==> src/rtl/prog_delay_line.sv <==
// Runtime-programmable delay line: delays an N-bit sample stream by 1..MAX_DELAY
// enabled cycles, with sample enable, synchronous flush and an output-valid flag.
module prog_delay_line #(
  parameter int N         = 8,
  parameter int MAX_DELAY = 16,
  parameter int DW        = $clog2(MAX_DELAY + 1)
) (
  input  logic          clk,
  input  logic          rst_n,
  input  logic          ien,
  input  logic [N-1:0]  idata,
  input  logic [DW-1:0] delay,
  input  logic          flush,
  output logic [N-1:0]  odata,
  output logic          ovalid
);

  // AW addresses the buffer; PW holds wptr + MAX_DELAY without wrapping.
  localparam int AW = $clog2(MAX_DELAY);
  localparam int PW = $clog2(MAX_DELAY) + 1;

  // ien is a valid-only strobe: there is no ready, every enabled sample is accepted.

  logic [N-1:0]  mem [MAX_DELAY];
  logic [AW-1:0] wptr;
  logic [AW-1:0] wptr_next;
  logic [DW-1:0] fill;
  logic [DW-1:0] fill_next;
  logic [DW-1:0] d_eff;
  logic [PW-1:0] rd_sum;
  logic [AW-1:0] rd_idx;
  logic          valid_next;
  logic [N-1:0]  rd_data;
  logic          wr_en;

  assign wr_en = ien && !flush;

  always_comb begin
    if (delay == '0) begin
      d_eff = DW'(1);
    end else if (delay > DW'(MAX_DELAY)) begin
      d_eff = DW'(MAX_DELAY);
    end else begin
      d_eff = delay;
    end
  end

  always_comb begin
    fill_next  = (fill == DW'(MAX_DELAY)) ? fill : fill + DW'(1);
    valid_next = (fill_next >= d_eff);
    wptr_next  = (wptr == AW'(MAX_DELAY - 1)) ? '0 : wptr + AW'(1);
  end

  // Oldest wanted entry is d-1 slots behind wptr; bias by MAX_DELAY so the
  // subtraction never goes negative, then fold back into range.
  always_comb begin
    rd_sum = PW'(wptr) + PW'(MAX_DELAY) - PW'(d_eff - DW'(1));
    if (rd_sum >= PW'(MAX_DELAY)) begin
      rd_idx = AW'(rd_sum - PW'(MAX_DELAY));
    end else begin
      rd_idx = AW'(rd_sum);
    end
    rd_data = (d_eff == DW'(1)) ? idata : mem[rd_idx];
  end

  // Storage carries no reset; fill count alone decides what is valid.
  always_ff @(posedge clk) begin
    if (wr_en) begin
      mem[wptr] <= idata;
    end
  end

  always_ff @(posedge clk or negedge rst_n) begin
    if (!rst_n) begin
      wptr   <= '0;
      fill   <= '0;
      odata  <= '0;
      ovalid <= 1'b0;
    end else if (flush) begin
      wptr   <= '0;
      fill   <= '0;
      odata  <= '0;
      ovalid <= 1'b0;
    end else if (ien) begin
      wptr   <= wptr_next;
      fill   <= fill_next;
      ovalid <= valid_next;
      odata  <= valid_next ? rd_data : '0;
    end
  end

endmodule

==> config.mk <==
export PLATFORM = sky130hd
export DESIGN_NAME = prog_delay_line
export DESIGN_NICKNAME = d
export VERILOG_FILES = /design/src/rtl/prog_delay_line.sv
export SDC_FILE = /design/constraint.sdc
export NUM_CORES = 1
export LEC_CHECK = 0
export CORE_UTILIZATION = 55
export DETAILED_ROUTE_END_ITERATION = 16
export PLACE_DENSITY = 0.71
export SETUP_SLACK_MARGIN = 0.5
export SYNTH_ARGS = -nofsm -noshare
export SYNTH_HDL_FRONTEND = slang
export SYNTH_SLANG_ARGS = --single-unit
==> constraint.sdc <==
create_clock -name clk -period 5.9 [get_ports clk]
set_clock_uncertainty 0.1 [all_clocks]
set_input_delay 1.475 -clock clk [delete_from_list [all_inputs] [get_ports clk]]
set_output_delay 1.475 -clock clk [all_outputs]
set_load 0.02 [all_outputs]
==> results of run 1 <==
[worst reg2reg max path, stage by stage (launching register included)]
cell and delay (ps):
dfrtp_1 420, inv_1 110, ha_1 150, nor4bb_1 550, xnor2_1 150, ha_1 290
nand2b_1 90, a21o_1 110, a21o_1 140, a211oi_1 90, nor3_1 890, a22oi_1 250
o21ai_0 140
[power by group]
group	leakage [nW]	internal (mW)	switching, mW
clock network	0.283	0.644	0.413
logic	0.873	0.0850	0.160
registers	1.40	1.14	0.00878
[through the flow]
step / std cells / setup WS, ps / total power, mW / hold WS, ps / util (%)
2_1_floorplan: 485 / 1620 / 1.32 / 437 / -
3_5_place_dp: 637 / 783 / 1.41 / 394 / 60.8
3_3_place_gp: 637 / 905 / 1.40 / 373 / 60.8
4_1_cts: 669 / 1230 / 2.45 / 404 / 66.2
5_1_grt: 669 / 988 / 2.52 / 436 / 66.2
6_report: 669 / 1200 / 2.45 / 394 / 66.2
[sequential cells by signal (all words and copies together), names as in the netlist]
| register | count |
|---|---|
| fill | 5 |
| mem | 128 |
| odata | 8 |
| ovalid | 1 |
| wptr | 4 |
[metal layers]
metal / global-route usage (%) / vias to the layer above / share of wire, %
li1: - / 1859 / -
met1: 36.3 / 1990 / 43
met2: 42.9 / 146 / 49
met3: 5.08 / 32 / 5.5
met4: 11.7 / 0 / 2.6
met5: 0 / - / 0
[kinds of logic (layout without fill, tap and decap cells)]
group | count (synthesis) | count (layout)
AOI/OAI and AO/OA | 54 | 54
xor gates and xnor gates | 9 | 9
adders and majority gates | 15 | 15
buffers and inverters | 32 | 76
DFF | 146 | 146
muxes | 23 | 23
and+or+nand+nor | 206 | 206
[final cells by class]
class,instances,area [sq um]
inverters,10,37.5
multi-input cells,307,1880
flip-flops and latches,146,4290
clock buffers,22,497
repair buffers,34,318
well taps,140,175
clock inverters,10,97.6
fillers,826,3730
[placed cells by master (no fill, tap or decap), drive strengths merged, types with 14 or more instances in the layout]
cell type      instances
a31oi                 15
clkbuf                22
clkdlybuf4s50         25
dfrtp                 18
edfxtp               128
ha                    14
mux2                  18
nand2                 92
nand3                 21
nand3b                14
nor2                  28
nor3                  26
[worst max path at each step]
stage | start | slack (ps) | endpoint
after detailed placement | delay[4] | 780 | odata[3]$_DFFE_PN0P_
after CTS | delay[4] | 1230 | odata[3]$_DFFE_PN0P_
after global placement | delay[4] | 900 | odata[5]$_DFFE_PN0P_
after global routing | delay[4] | 990 | odata[3]$_DFFE_PN0P_
after floorplan | delay[4] | 1620 | odata[3]$_DFFE_PN0P_
final | delay[4] | 1200 | odata[3]$_DFFE_PN0P_
==> flow_summary.ini, run 1 <==
[outcome]
status = finished, final reports clean

[sta]
max_freq_mhz = 213
period_share_pct = 79.6
rsz0062_at_grt = false
worstMarginPinSlew_ps = 1200
setup_viol = 0
tns_ps = 0
relSlewSlack_pct = 19.4
final.min_clock_period_ps = 4700
finalMaxSlewViolations = 0
hold_viol = 0

[yosys]
synth_top_cell_by_area = edfxtp_1
synth_mux_area_share_pct = 4.00
synth_top_cell_area_share_pct = 60.8
syn_inst = 485
async_flop_share_pct = 12.3
synth_area_leaders = edfxtp_1 61%, dfrtp_1 7.1%, nand2_1 5.5%, ha_1 2.8%, mux2_2 2.7%
synth-edff-count = 128
syn-num-nets = 517
synth_area_per_cell_sq_um = 13.0
syn_area_sq_um = 6320
synth_top_family_by_area = simple AND/OR/NAND/NOR gates
ys_seq_elements = 146
synth.yosys.seq_area_share_pct = 67.9
yosys.area_share.simple_pct = 15.5
ys_types = 46
synth-warning-count = 0
yosysMostFrequentCell = edfxtp_1
synthAdderAreaFrac_pct = 3.09
synth_xor_area_share_pct = 1.46
synth_compound_area_share_pct = 5.70
synth_commonest_cells = 128 x edfxtp_1, 92 x nand2_1, 27 x nor2_1, 26 x nor3_1, 21 x nand3_1
synth_ff_type = edfxtp_1

[worst_hold_path]
hold_end = ovalid$_DFFE_PN0P_
hold_path_startpoint = ovalid$_DFFE_PN0P_
hold_depth = 2
min_path_type = flop to flop

[global_routing]
track_usage_pct = 26.9
overflow = 0
grt_pass1_wl_microns = 22400
grt_max_degree = 45
grt_pass1_vias = 3951
antenna_found_initial = 0

[final_layout]
fin_nets = 548
final_area_sq_um = 7300
areaGrowthSynthToFinish_pct = 15.4
num_antenna_cells = 0
final_layout_size_suffix_gt1_share_pct = 10.8

[clock_network]
htreeDepth = 4
cts-resized-gates = 0
cts_setup_buffers = 0
numCtsBuffers = 17
clk_path_buf_depth = 2
clkSlewWorstSetupHoldPaths_ps = 60
cts_hold_buf = 0
cts_tree = done
clock_latency_ps = 410
cts_root_buf = clkbuf_16
clock-sinks = 146

[route]
drt-total-wl_microns = 14500
drc = 0
drt-initial-drc-count = 331
vias_per_cell = 6.02
first_pass_iters = 4
wire_per_inst_microns = 21.6
vias = 4027
detail-route-antenna-nets = 0

[power]
power.density_nw_per_um2 = 335
p_leak_nw = 2.56
ir_drop_v = 0.000241

[critical_path]
cpPeakStageDelay_ps = 620
cp_max_fo = 13
r2r_start = fill[0]$_DFFE_PN0P_
start_kind = input port
rr_endpoint = odata[3]$_DFFE_PN0P_
critPathKind = input port to flop
crit_arrival_ps = 4870
crit_chain = clkdlybuf4s50_1 > or4_4 > and3_1 > ha_1 > inv_1 > fa_1 > xnor2_1 > xnor3_1 > nor3_1 > a31oi_1 > nand4_1 > o21ai_0
rr_worst_depth = 12
crit_buf_inv = 2
critPathCaptureType = flop
r2r_slack_ps = 2340
required_ps = 6070
critPathSlowestCell = nor3_1
crit_family = simple AND/OR/NAND/NOR gates
path_depth = 12

[floorplan]
ios = 26
core_area_sq_um = 11000
rows = 38
dieArea_sq_um = 11900
initial_utilization_pct = 57.3
die_w_microns = 109
die_h_microns = 109

[run]
max_cap_viol_count = 0

[place]
hpwl_microns = 9400
port-buffer-count = 25
gp_congestion = 0.858
placed_cell_area_sq_um = 6700
Power figures use the tool's default switching activity.
==> run 2: changes to the inputs <==
==> constraint.sdc (replaced) <==
create_clock -name clk -period 4.6 [get_ports clk]
set_clock_uncertainty 0.1 [all_clocks]
set_input_delay 1.15 -clock clk [delete_from_list [all_inputs] [get_ports clk]]
set_output_delay 1.15 -clock clk [all_outputs]
set_load 0.02 [all_outputs]
==> flow_summary.ini, run 2 (synthesis results as in run 1) <==
[outcome]
status = finished, final reports clean

[final_layout]
top_register = mem
seqCellArea_sq_um = 4290
largest_reg_flops = 128
largest_registers = mem (128), odata (8), fill (5)
fin_nets = 562
n_fill_cell = 793
final_cell_count_no_fill = 683
utilization_pct = 67.1
final_common_cell = edfxtp_1
final_layout_size_suffix_gt1_share_pct = 13.6
multi_input_area_sq_um = 1890
final_cell_mix = 128 x edfxtp_1, 89 x nand2_1, 27 x nor2_1
areaGrowthSynthToFinish_pct = 17.1
num_antenna_cells = 0

[floorplan]
rows = 38
initial_utilization_pct = 57.3
ios = 26
die_w_microns = 109
dieArea_sq_um = 11900
core_area_sq_um = 11000
die_h_microns = 109

[route]
vias_per_cell = 5.92
drc = 0
wire_per_inst_microns = 20.3
first_pass_iters = 5
drt-initial-drc-count = 312
drt-total-wl_microns = 13900
vias = 4040
detail-route-antenna-nets = 0

[power]
comb_power_share_pct = 10.3
power.density_nw_per_um2 = 426
p_switching_mw = 0.757
ir_drop_v = 0.000230
p_leak_nw = 2.62
p_seq_share_pct = 46.6
p_clk_share_pct = 43.1
switching_share_pct = 24.0
p_int_mw = 2.39

[place]
pre_cts_ws_ps = 124
dp.cells = 650
hpwl_microns = 9170
port-buffer-count = 25
gp_congestion = 0.823

[global_routing]
overflow = 0
grt_max_degree = 32
grt_pass1_vias = 4013
track_usage_pct = 25.9
antenna_found_initial = 0
grt_pass1_wl_microns = 22000

[worst_hold_path]
hold_path_startpoint = ovalid$_DFFE_PN0P_
hold_depth = 2
min_path_type = flop to flop

[sta]
rsz0062_at_grt = true
max_freq_mhz = 248
final.min_clock_period_ps = 4030
worstMarginPinSlew_ps = 967
setup_viol = 0
relSlewSlack_pct = 35.4
period_share_pct = 87.6
tns_ps = 0
finalMaxSlewViolations = 0
layout_setup_ws_ps = 570
hold_viol = 0
holdWs_ps = 397

[critical_path]
start_kind = input port
cp_max_fo = 6
r2r_start = fill[0]$_DFFE_PN0P_
required_ps = 4840
crit_start = delay[4]
critPathKind = input port to flop
rr_worst_depth = 13
crit_arrival_ps = 4270
critPathCaptureType = flop

[clock_network]
numCtsBuffers = 17
cts_tree = done
clock-sinks = 146
clk_path_buf_depth = 2
cts_hold_buf = 0
clock_latency_ps = 410
htreeDepth = 4
cts_root_buf = clkbuf_16
clkSlewWorstSetupHoldPaths_ps = 60

[run]
max_cap_viol_count = 0
run 2: cell types whose count changed in the layout (fill, tap and decap cells not counted), sizes merged:
cell	before	now
buf	9	23
clkbuf	22	19
bufinv	1	2
inv	11	16
clkinvlp	3	2
clkinv	5	3
run 2: power groups by stage:
stage	sequential, mW	combinational [mW]	clock [mW]
final	1.47	0.324	1.36
after global routing	1.47	0.356	1.43
after CTS	1.47	0.318	1.37
after detailed placement	1.49	0.315	0
after global placement	1.49	0.310	0
after floorplan	1.50	0.193	0
run 2: repair_timing:
action / CTS / global route
resized for setup: 0 / 7
buffers inserted: 0 / 1
setup endpoints to repair: 0 / 8
run 2: worst max-delay path, stage by stage:
cell,delay [ps]
clkdlybuf4s50_1,530
inv_1,100
nand2_1,100
inv_1,50
ha_1,260
inv_1,60
ha_1,120
inv_1,50
fa_1,420
xnor2_1,170
xnor3_2,340
and3b_1,230
o2bb2ai_1,140
or4_1,410
o21ai_1,120
run 2: area by class of cell:
class                   count  area share, %
repair buffers             48           5.71
flip-flops and latches    146           58.0
well taps                 140           2.37
clock buffers              19           5.85
clock inverters            13           2.05
multi-input cells         307           25.5
inverters                  10          0.507
run 2: stage by stage:
step | area [sq um] | total power, mW
floorplan | 6320 | 1.69
global placement | 6800 | 1.80
detailed placement | 6800 | 1.81
CTS | 7380 | 3.16
global route | 7400 | 3.25
finish | 7400 | 3.15
run 2: worst paths after layout:
check | slack [ps] | endpoint
max | 570 | odata[2]$_DFFE_PN0P_
min | 400 | ovalid$_DFFE_PN0P_
max reg2reg | 1320 | odata[6]$_DFFE_PN0P_
min reg2reg | 400 | ovalid$_DFFE_PN0P_
max in group asynchronous | 2630 | odata[7]$_DFFE_PN0P_
min in group asynchronous | 1170 | fill[2]$_DFFE_PN0P_
run 2: routing by layer:
layer | up-vias | track usage (%) | wire [microns]
li1 | 1883 | - | -
met1 | 1977 | 36.4 | 6040
met2 | 160 | 41.1 | 6850
met3 | 20 | 5.02 | 779
met4 | 0 | 8.00 | 233
met5 | - | 0 | 0
==> run 3: changes to the inputs <==
--- a/config.mk
+++ b/config.mk
@@ -5,6 +5,7 @@
 export SDC_FILE = /design/constraint.sdc
 export NUM_CORES = 1
 export LEC_CHECK = 0
+export ABC_AREA = 1
 export CORE_UTILIZATION = 55
 export DETAILED_ROUTE_END_ITERATION = 16
 export PLACE_DENSITY = 0.71
==> constraint.sdc (replaced) <==
create_clock -name clk -period 3.8 [get_ports clk]
set_clock_uncertainty 0.1 [all_clocks]
set_input_delay 0.95 -clock clk [delete_from_list [all_inputs] [get_ports clk]]
set_output_delay 0.95 -clock clk [all_outputs]
set_load 0.02 [all_outputs]
==> flow_summary.ini, run 3 <==
[floorplan]
die_h_microns = 112
core_area_sq_um = 11600
rows = 39
die_w_microns = 112
initial_utilization_pct = 57.3
ios = 26
dieArea_sq_um = 12500

[worst_hold_path]
min_path_type = flop to flop
hold_path_startpoint = ovalid$_DFFE_PN0P_
hold_end = ovalid$_DFFE_PN0P_
hold_depth = 2

[place]
dp.cells = 765
gp_congestion = 0.892
port-buffer-count = 25
hpwl_microns = 9880

[final_layout]
areaGrowthSynthToFinish_pct = 17.4
final_cell_count_no_fill = 800
num_antenna_cells = 0
final_cell_mix = 168 x nand3_1, 128 x edfxtp_1, 126 x nand2_1
fin_nets = 676
largest_registers = mem (128), odata (8), fill (5)
largest_reg_flops = 128
final_layout_size_suffix_gt1_share_pct = 14.6
top_register = mem
utilization_pct = 67.3
final_common_cell = nand3_1

[sta]
max_freq_mhz = 316
holdWs_ps = 386
rsz0062_at_grt = false
relSlewSlack_pct = 44.6
finalMaxSlewViolations = 0
hold_viol = 0
setup_viol = 0
worstMarginPinSlew_ps = 829
tns_ps = 0
period_share_pct = 83.3
final.min_clock_period_ps = 3170

[critical_path]
start_kind = input port
rr_endpoint = odata[6]$_DFFE_PN0P_
rr_worst_depth = 16
crit_arrival_ps = 3390
required_ps = 4020
critPathKind = input port to flop
critPathCaptureType = flop
cp_max_fo = 8
r2r_slack_ps = 1080
r2r_start = wptr[1]$_DFFE_PN0P_

[yosys]
synth.yosys.seq_area_share_pct = 64.5
synth-warning-count = 0
synth_area_per_cell_sq_um = 11.1
ys_types = 28
syn_area_sq_um = 6650
syn_inst = 597
ys_seq_elements = 146
syn-num-nets = 629
synth_top_cell_by_area = edfxtp_1
yosysMostFrequentCell = nand3_1
synth_ff_type = edfxtp_1
synth_commonest_cells = 168 x nand3_1, 128 x edfxtp_1, 128 x nand2_1, 38 x nor2_1, 26 x inv_1
synth_top_cell_area_share_pct = 57.8
synth_area_leaders = edfxtp_1 58%, nand3_1 13%, nand2_1 7.2%, dfrtp_1 6.8%, ha_1 2.6%
async_flop_share_pct = 12.3
synth-edff-count = 128

[route]
wire_per_inst_microns = 19.7
first_pass_iters = 11
vias = 4721
detail-route-antenna-nets = 0
drc = 1
vias_per_cell = 5.90
drt-total-wl_microns = 15700
drt-initial-drc-count = 453

[run]
max_cap_viol_count = 0

[power]
p_leak_nw = 3.12
power.density_nw_per_um2 = 524
ir_drop_v = 0.000288

[global_routing]
overflow = 0
grt_pass1_vias = 4715
grt_max_degree = 66
antenna_found_initial = 0
track_usage_pct = 27.2
grt_pass1_wl_microns = 25100

[clock_network]
clk_path_buf_depth = 2
clkSlewWorstSetupHoldPaths_ps = 60
cts_hold_buf = 0
numCtsBuffers = 17
clock_latency_ps = 430
htreeDepth = 4
cts_root_buf = clkbuf_16
cts_tree = done
clock-sinks = 146

[outcome]
violations = design-rule violations
status = complete, but fails checks
==> run 3: worst max path at each step <==
stage              from                   end  slack (ps)  cells past startpoint
5_1_grt        delay[4]  odata[6]$_DFFE_PN0P_         480                     19
3_5_place_dp   delay[4]  odata[6]$_DFFE_PN0P_        -100                     19
3_3_place_gp   delay[4]  odata[6]$_DFFE_PN0P_          -4                     19
6_report       delay[1]  odata[6]$_DFFE_PN0P_         630                     18
2_1_floorplan  delay[4]  odata[0]$_DFFE_PN0P_         500                     18
4_1_cts        delay[0]  odata[6]$_DFFE_PN0P_         520                     18
==> run 3: cell families (layout without fill, tap and decap cells) <==
logic type | after synthesis | count (layout) | synth area share, %
AOI/OAI and AO/OA | 14 | 14 | 1.17
adders and majority gates | 15 | 15 | 2.93
DFF | 146 | 146 | 64.5
xor gates and xnor gates | 7 | 7 | 1.26
and+or+nand+nor | 355 | 355 | 25.3
buffers and inverters | 60 | 120 | 4.83
==> run 3: repair_timing <==
item	in CTS	in global routing
setup buffers	0	2
pin swaps	1	3
gates cloned	0	1
gates resized for setup	4	9
setup endpoints to repair	8	8
==> run 3: layout make-up <==
cell class / count / area (sq um)
Multi-Input combinational cell: 391 / 2050
Fill cell: 884 / 3800
Sequential cell: 146 / 4290
Clock buffer: 17 / 425
Tap cell: 143 / 179
Timing Repair Buffer: 60 / 571
Inverter: 28 / 114
Clock inverter: 15 / 183
==> run 3: layer usage <==
layer	global-route usage, %	up-vias	wire length (microns)
met5	0	-	0
met4	14.3	0	571
met3	6.37	45	951
met2	43.8	183	7850
met1	34.5	2310	6380
li1	-	2183	-
==> run 3: report_power, final <==
group	switching [mW]	internal (mW)	total, mW
logic	0.386	0.207	0.593
registers	0.0105	1.76	1.77
clock network	0.683	1.04	1.72
==> run 3: through the flow <==
stage / total power [mW] / setup WS [ps] / cell area (sq um)
floorplan: 2.17 / 502 / 6660
global placement: 2.36 / -4.42 / 7150
detailed placement: 2.37 / -102 / 7150
CTS: 4.07 / 518 / 7750
global route: 4.22 / 479 / 7810
finish: 4.09 / 634 / 7810
==> run 3: critical path, stage by stage <==
cell and delay, ps:
dlygate4sd2_1 270, nor2_4 110, nand2_1 60, nand2_2 70, nand2_2 70, ha_1 280
inv_1 50, fa_2 400, xnor2_2 160, xor2_2 190, xor2_2 190, buf_6 140
inv_6 70, nand3_1 100, nand2_1 70, nand2_1 60, nand2_1 80, nand2_1 60
